[src/rtl/seqdiv32_pkg.sv]
// Shared definitions for the seqdiv32 divider: state encoding and constants.
package seqdiv32_pkg;

    typedef enum logic [1:0] {
        ST_IDLE = 2'b00,
        ST_ITER = 2'b01,
        ST_FIX  = 2'b10,
        ST_DONE = 2'b11
    } div_state_t;

    localparam logic [31:0] DIV0_QUOTIENT = 32'hFFFF_FFFF;
    localparam logic [4:0]  ITER_LAST     = 5'd31;

endpackage

[src/rtl/seqdiv32_addsub32.sv]
// addsub32: 32-bit adder/subtractor; sub=1 computes a-b with cout=1 when a>=b (no borrow).
module addsub32 (
    input  logic [31:0] a,
    input  logic [31:0] b,
    input  logic        sub,
    output logic [31:0] sum,
    output logic        cout
);

    logic [32:0] full;

    // Subtraction is a + ~b + 1, so the carry out doubles as "no borrow"
    always_comb begin
        full = {1'b0, a} + {1'b0, b ^ {32{sub}}} + {32'd0, sub};
        sum  = full[31:0];
        cout = full[32];
    end

endmodule

[src/rtl/seqdiv32.sv]
// seqdiv32: sequential 32-bit restoring divider, one quotient bit per cycle.
// Define SEQDIV32_SIGNED_EN for two's-complement operands (adds the FIX state).
module seqdiv32
    import seqdiv32_pkg::*;
(
    input  logic        clk,
    input  logic        rst_n,
    input  logic        start,
    input  logic [31:0] dividend,
    input  logic [31:0] divisor,
    output logic        ready,
    output logic        busy,
    output logic        done,
    output logic [31:0] quotient,
    output logic [31:0] remainder,
    output logic        div_by_zero
);

    div_state_t  state;
    div_state_t  state_next;

    logic [31:0] r;
    logic [31:0] q;
    logic [31:0] d;
    logic [4:0]  count;

    logic [32:0] t;
    logic [31:0] diff;
    logic        cout;
    logic        accept;
    logic [31:0] r_step;
    logic [31:0] q_step;

    logic [31:0] dividend_mag;
    logic [31:0] divisor_mag;

`ifdef SEQDIV32_SIGNED_EN
    logic        neg_q;
    logic        neg_r;
`endif

    // Shift the next dividend bit into the partial remainder for the trial subtraction
    assign t = {r, q[31]};

    addsub32 u_addsub (
        .a    (t[31:0]),
        .b    (d),
        .sub  (1'b1),
        .sum  (diff),
        .cout (cout)
    );

    // Keep the difference when the shifted remainder (including its 33rd bit) covers the divisor
    always_comb begin
        accept = t[32] | cout;
        r_step = accept ? diff : t[31:0];
        q_step = {q[30:0], accept};
    end

    // Operand magnitudes at load; unsigned build passes operands straight through
    always_comb begin
`ifdef SEQDIV32_SIGNED_EN
        dividend_mag = dividend[31] ? (~dividend + 32'd1) : dividend;
        divisor_mag  = divisor[31]  ? (~divisor  + 32'd1) : divisor;
`else
        dividend_mag = dividend;
        divisor_mag  = divisor;
`endif
    end

    // State register
    always_ff @(posedge clk or negedge rst_n) begin
        if (!rst_n) state <= ST_IDLE;
        else        state <= state_next;
    end

    // Next-state and handshake outputs
    always_comb begin
        state_next = state;
        ready      = 1'b0;
        busy       = 1'b0;
        done       = 1'b0;
        case (state)
            ST_IDLE: begin
                ready = 1'b1;
                if (start) state_next = (divisor == 32'd0) ? ST_DONE : ST_ITER;
            end
            ST_ITER: begin
                busy = 1'b1;
                if (count == 5'd0) begin
`ifdef SEQDIV32_SIGNED_EN
                    state_next = ST_FIX;
`else
                    state_next = ST_DONE;
`endif
                end
            end
`ifdef SEQDIV32_SIGNED_EN
            ST_FIX: begin
                busy       = 1'b1;
                state_next = ST_DONE;
            end
`endif
            ST_DONE: begin
                done       = 1'b1;
                state_next = ST_IDLE;
            end
            default: state_next = ST_IDLE;
        endcase
    end

    // Datapath: operand load, iteration step, result capture and sign fix-up
    always_ff @(posedge clk or negedge rst_n) begin
        if (!rst_n) begin
            r           <= 32'd0;
            q           <= 32'd0;
            d           <= 32'd0;
            count       <= 5'd0;
            quotient    <= 32'd0;
            remainder   <= 32'd0;
            div_by_zero <= 1'b0;
`ifdef SEQDIV32_SIGNED_EN
            neg_q       <= 1'b0;
            neg_r       <= 1'b0;
`endif
        end else begin
            case (state)
                ST_IDLE: begin
                    if (start) begin
                        if (divisor == 32'd0) begin
                            quotient    <= DIV0_QUOTIENT;
                            remainder   <= dividend;
                            div_by_zero <= 1'b1;
                        end else begin
                            r     <= 32'd0;
                            q     <= dividend_mag;
                            d     <= divisor_mag;
                            count <= ITER_LAST;
`ifdef SEQDIV32_SIGNED_EN
                            neg_q <= dividend[31] ^ divisor[31];
                            neg_r <= dividend[31];
`endif
                        end
                    end
                end
                ST_ITER: begin
                    r     <= r_step;
                    q     <= q_step;
                    count <= count - 5'd1;
                    if (count == 5'd0) begin
                        quotient    <= q_step;
                        remainder   <= r_step;
                        div_by_zero <= 1'b0;
                    end
                end
`ifdef SEQDIV32_SIGNED_EN
                ST_FIX: begin
                    if (neg_q) quotient  <= ~quotient + 32'd1;
                    if (neg_r) remainder <= ~remainder + 32'd1;
                end
`endif
                default: begin
                end
            endcase
        end
    end

endmodule

[config.mk]
export PLATFORM = sky130hd
export DESIGN_NAME = seqdiv32
export DESIGN_NICKNAME = d
export VERILOG_FILES = /design/src/rtl/seqdiv32_pkg.sv /design/src/rtl/seqdiv32_addsub32.sv /design/src/rtl/seqdiv32.sv
export SDC_FILE = /design/constraint.sdc
export NUM_CORES = 1
export LEC_CHECK = 0
export CAP_MARGIN = 20
export CORE_MARGIN = 4
export CORE_UTILIZATION = 48
export DETAILED_ROUTE_END_ITERATION = 7
export DONT_BUFFER_PORTS = 1
export PLACE_DENSITY_LB_ADDON = 0.05
export SKIP_LAST_GASP = 1
export SYNTH_ARGS = -nofsm -noshare
export SYNTH_HDL_FRONTEND = slang
export SYNTH_SLANG_ARGS = --single-unit
export TNS_END_PERCENT = 50
[constraint.sdc]
create_clock -name clk -period 5.9 [get_ports clk]
set_input_delay 0.295 -clock clk [delete_from_list [all_inputs] [get_ports clk]]
set_output_delay 0.295 -clock clk [all_outputs]
set_load 0.01 [all_outputs]
Word level (Yosys, flattened, before mapping)
Index checks and enable logic that the tools add are counted.
{"block": "classes", "n_addsub": 3, "eq_ne": 6, "mux": 29, "bitwise": 3, "reduce_logical": 8}
{"op": "$mux W32", "count": 11}
{"op": "$pmux W32 S2", "count": 4}
{"op": "$add A32 B32 Y33", "count": 1}
{"op": "$add A33 B1 Y33 const B", "count": 1}
{"op": "$logic_not A32 Y1", "count": 1}
{"op": "$not A32 Y32", "count": 1}
{"op": "$mux W5", "count": 2}
{"op": "$pmux W5 S2", "count": 1}
{"op": "$ne A2 B2 Y1 const B", "count": 4}
{"op": "$mux W1", "count": 6}
{"op": "$mux W2", "count": 3}
{"op": "$reduce_and A3 Y1", "count": 2}
{"op": "$logic_not A5 Y1", "count": 1}
{"op": "$sub A5 B1 Y5 const B", "count": 1}
{"op": "$pmux W2 S2", "count": 1}
{"op": "$reduce_and A4 Y1", "count": 1}
{"op": "$eq A2 B1 Y1 const B", "count": 1}
{"op": "$eq A2 B2 Y1 const B", "count": 1}
{"op": "$logic_not A2 Y1", "count": 1}
{"op": "$pmux W1 S2", "count": 1}
{"op": "$reduce_and A2 Y1", "count": 1}
{"op": "$reduce_bool A2 Y1", "count": 1}
{"op": "$not A1 Y1", "count": 1}
{"op": "$or A1 B1 Y1", "count": 1}
{"block": "word_totals", "ff_bits": 168, "input_bits": 67, "out_inout_bits": 68, "wordCells": 57}

Depth between registers and ports, before layout
{"block": "depth", "depth_word": 7, "ltp_mapped": 13, "depth_no_buf": 11}

Hierarchy
A second synthesis with hierarchy kept.
{"block": "unflattened", "cells_unflattened": 922, "area_unflattened_um2": 9357.7}
{"module": "seqdiv32", "n_inst": 1, "cells_each": 622, "area_each_um2": 7257.0, "seq_area_each_um2": 4204.0}
{"module": "addsub32", "n_inst": 1, "cells_each": 300, "area_each_um2": 2100.8, "seq_area_each_um2": 0.0}

Worst setup path before layout
OpenSTA, ideal clock, no wires.
{"block": "synth_path", "path_type": "register to register", "from": "reg q[31]", "to": "reg remainder[27]", "setup_time_ns": 0.131, "t_arrival_ns": 2.546, "t_required_ns": 5.769, "setup_slack_ns": 3.223, "stages_incl_launch_ff": 13, "n_path_buf": 1, "synth_period_minus_slack_ns": 2.677, "cell_sequence": "dfrtp_1 > inv_1 > ha_1 > fa_1 > nand2b_1 > a21oi_2 > o211ai_1 > o211a_2 > o21a_1 > buf_2 > and2_1 > a41oi_1 > a21oi_1"}
{"block": "synth_via", "elab_chain_cells": 6}
{"element": "start: declaration", "line_no": "seqdiv32.sv:23", "text": "logic [31:0] q;"}
{"element": "start signal: assignment", "line_no": "seqdiv32.sv:136", "text": "q <= dividend_mag;"}
{"element": "start signal: assignment", "line_no": "seqdiv32.sv:148", "text": "q <= q_step;"}
{"element": "$add A32 B32 Y33 *", "line_no": "seqdiv32_addsub32.sv:14", "text": "full = {1'b0, a} + {1'b0, b ^ {32{sub}}} + {32'd0, sub};"}
{"element": "$add A33 B1 Y33 *", "line_no": "seqdiv32_addsub32.sv:14"}
{"element": "$or A1 B1 Y1", "line_no": "seqdiv32.sv:55", "text": "accept = t[32] | cout;"}
{"element": "$mux W32 *", "line_no": "seqdiv32.sv:56", "text": "r_step = accept ? diff : t[31:0];"}
{"element": "$mux W32 *", "line_no": "seqdiv32.sv:150", "text": "if (count == 5'd0) begin"}
{"element": "$pmux W32 S2 *", "line_no": "seqdiv32.sv:127", "text": "case (state)"}
{"element": "end signal: assignment", "line_no": "seqdiv32.sv:132", "text": "remainder <= dividend;"}
{"element": "end signal: assignment", "line_no": "seqdiv32.sv:152", "text": "remainder <= r_step;"}
{"element": "end: declaration", "line_no": "seqdiv32.sv:15", "text": "output logic [31:0] remainder,"}
Every way passes the cells marked *; elsewhere a longest branch is shown, timed or not. The select of a mux whose other input is x is not followed.
A chain may end at the register's enable or synchronous reset.

Worst setup path in the final report
{"block": "layout_path", "from": "reg state[1]", "to": "reg q[31]"}
{"block": "layout_via", "elab_chain_cells": 3, "word_cells_on_any_way": 7, "classes_between": "3 x eq/ne; 1 x mux; 3 x reduce/logical"}
{"element": "start: declaration", "line_no": "seqdiv32.sv:19", "text": "div_state_t state;"}
{"element": "start signal: assignment", "line_no": "seqdiv32.sv:74", "text": "else state <= state_next;"}
{"element": "$eq A2 B1 Y1 / $logic_not A2 Y1 (equally long branches)", "line_no": "seqdiv32.sv:127"}
{"element": "$reduce_bool A2 Y1 (no source line) / $ne A2 B2 Y1 (equally long branches)"}
{"element": "$reduce_and A3 Y1 (no source line)"}
Several ways; a longest one is shown, not always the timed one.

==> flow_summary.yaml <==
global_routing:
  met1_usage_pct: 34.72
  grt_max_degree: 169
  grt_pass1_vias: 6963
  busiest_layer: "met1"
  grtUsageMet3_pct: 4.935
  grt_overflow_total: 0
  grt_pass1_wl_um: 39350
  grtUsageTotal_pct: 22.78
  met2_usage_pct: 33.19
  grt_antenna_before_repair: 0
critical_path:
  worst_ep_arrival_time_ns: 3.75
  rr_worst_depth: 6
  r2r-start: "state[1]"
  cp-start-kind: "flop"
  path_max_fanout: 97
  rr_endpoint: "q[31]"
  max_stage_delay_ns: 0.73
  endpoint_kind: "flop"
  worst-path-buf-inv: 3
  cp.required_ns: 6.17
  crit_family: "buffers and inverters"
  cp_slowest_cell: "buf_4"
  crit_chain: "nand2b_2 -> buf_4 -> inv_2 -> o31ai_4 -> buf_4 -> o21ai_0"
  path_class: "flop to flop"
  path_common_cell: "buf_4"
  r2r_slack_ns: 2.42
layout:
  multi_input_area_um2: 4612
  syn2layout_area_growth_pct: 11.28
  fin_nets: 1084
  final_cells: 1254
  drive_above_1_share_pct: 9.457
  postLayoutCellArea_um2: 10320
  antenna_cells: 0
  utilization_pct: 54.80
  fill_cells: 1726
  seqCellArea_um2: 4204
timing:
  final_hold_viol_count: 0
  min_period_ns: 3.484
  post-route-period-util_pct: 59.06
  setup_viol_count_final: 0
  fin_worst_skew_ns: 0.01287
  fmax_mhz: 287.0
  relSlewSlack_pct: 29.08
  setup_tns_ns: 0
  worst_pin_slew_ns: 1.064
  slew_violations: 0
  rsz0062_at_grt: "no"
clock_tree:
  cts.clk_slew.worst_paths_ns: 0.07
  cts_tree: "yes"
  cts.sinks: 168
  cts_setup_buffers: 0
  h-tree-depth: 4
  numCtsBuffers: 17
  cts_resized: 0
  clock_path_buffers: 2
  clk_latency_ns: 0.43
  cts_root_buf: "clkbuf_16"
floorplan:
  start_util_pct: 49.24
  rows: 50
  core-area_um2: 18830
  ioPinCount: 135
  die_w_um: 147.0
  die_area_um2: 21610
  die_height_um: 147.0
route:
  num_vias: 7174
  wirelength_um: 24370
  drtIter0Drc: 521
  dr.pass1.iters: 5
  ant_nets: 0
  routedWlPerCell_um: 19.43
  routed_via_density: 5.721
  route.detailed.drc: 0
yosys:
  avgSynthCellArea_um2: 9.366
  synth_edf_count: 0
  synthCells: 990
  yosysSeqAreaShare_pct: 45.34
  ys.warnings.count: 0
  synth_cell_types: 70
  synth-seq-cells: 168
  ys.flop_type: "dfrtp_1"
  syn_nets: 1092
  synth-async-reset-ratio_pct: 100.0
  syn_area_um2: 9273
status:
  status: "completed"
worst_hold_path:
  min_from: "divisor[15]"
  whs_path_depth: 1
  min_to: "d[15]"
  hold_path.class: "input pin to flop"
placed_design:
  post-dp-hpwl_um: 17260
  io_buffers: 0
  place_area_um2: 9344
  dp_cells: 1195
  place_congestion: 0.8458
run:
  maxCapViolations: 0
[logic make-up (layout without fill, tap and decap cells)]
logic type | after synthesis | count (layout) | share of synthesized area (%)
AOI/OAI and AO/OA | 291 | 291 | 19.46
xor gates and xnor gates | 25 | 25 | 2.361
adders and majority gates | 35 | 35 | 4.804
buffers and inverters | 103 | 107 | 5.127
DFF | 168 | 168 | 45.34
muxes | 81 | 81 | 9.189
and+or+nand+nor | 287 | 287 | 13.72
[cells in the final DEF (no fill, tap or decap), drive strengths merged, types with 27 or more instances in the layout]
master and instances:
dlygate4sd3 27, dfrtp 168, o21ai 133, inv 46, nor2 34, nand2 170
mux2 33, ha 34, a21oi 57, mux2i 48
[worst reg2reg max path, delay by kind of cell, from the launching register on]
kind            cells  cell delay (ns)
buf+inv             3             1.97
compound gates      2             0.75
flops               1             0.45
simple gates        1             0.15
[layer usage]
metal / wire length, µm / vias up
met1: 11940 / 3462
met4: 297 / 0
met5: 0 / -
met2: 10560 / 208
li1: - / 3483
met3: 1574 / 21
[registers in the layout, summed over array words and instances, names as in the netlist]
name         flops
count            5
div_by_zero      1
state            2
d               32
r               32
q               32
remainder       32
quotient        32
[what timing repair did]
action	in CTS	in global routing
hold endpoints to repair	192	2
hold buffers	26	2
endpoints found under the setup margin	0	0
[metrics by stage]
stage	setup WS, ns	hold WS, ns
detailed placement	2.010	0.003944
global placement	2.043	0.004417
global route	2.070	0.002093
floorplan	3.223	-0.0005911
CTS	2.323	0.0001283
finish	2.416	0.01632
[worst max-delay path by stage]
stage	startpoint	to	slack (ns)	depth (start not counted)
final	state[1]	q[31]	2.42	6
after global routing	state[1]	q[11]	2.07	6
after CTS	state[1]	q[4]	2.32	6
after detailed placement	divisor[25]	remainder[25]	2.01	10
after global placement	divisor[25]	remainder[25]	2.04	10
after floorplan	q[31]	remainder[27]	3.22	12
[final cells by class]
type / count / area share [%]
Multi-Input combinational cell: 719 / 44.70
Sequential cell: 168 / 40.74
Clock buffer: 18 / 4.256
Timing Repair Buffer: 34 / 3.322
Tap cell: 260 / 3.153
Clock inverter: 13 / 2.304
Inverter: 42 / 1.528
[cells in the mapped netlist (all sizes together), types with 18 or more instances]
master  count  area share [%]
a21o       18             1.5
a21oi      57             3.1
buf        35             2.4
clkbuf     26             1.1
dfrtp     168              45
ha         34             4.6
inv        42             1.7
mux2       33             4.0
mux2i      48             5.2
nand2     170             6.9
nor2       34             1.4
o21a       18             1.5
o21ai     133             7.2
Power is left out: the tool's default activity adds up to more than one toggle a clock period on the data nets, which glitch-free logic cannot reach.
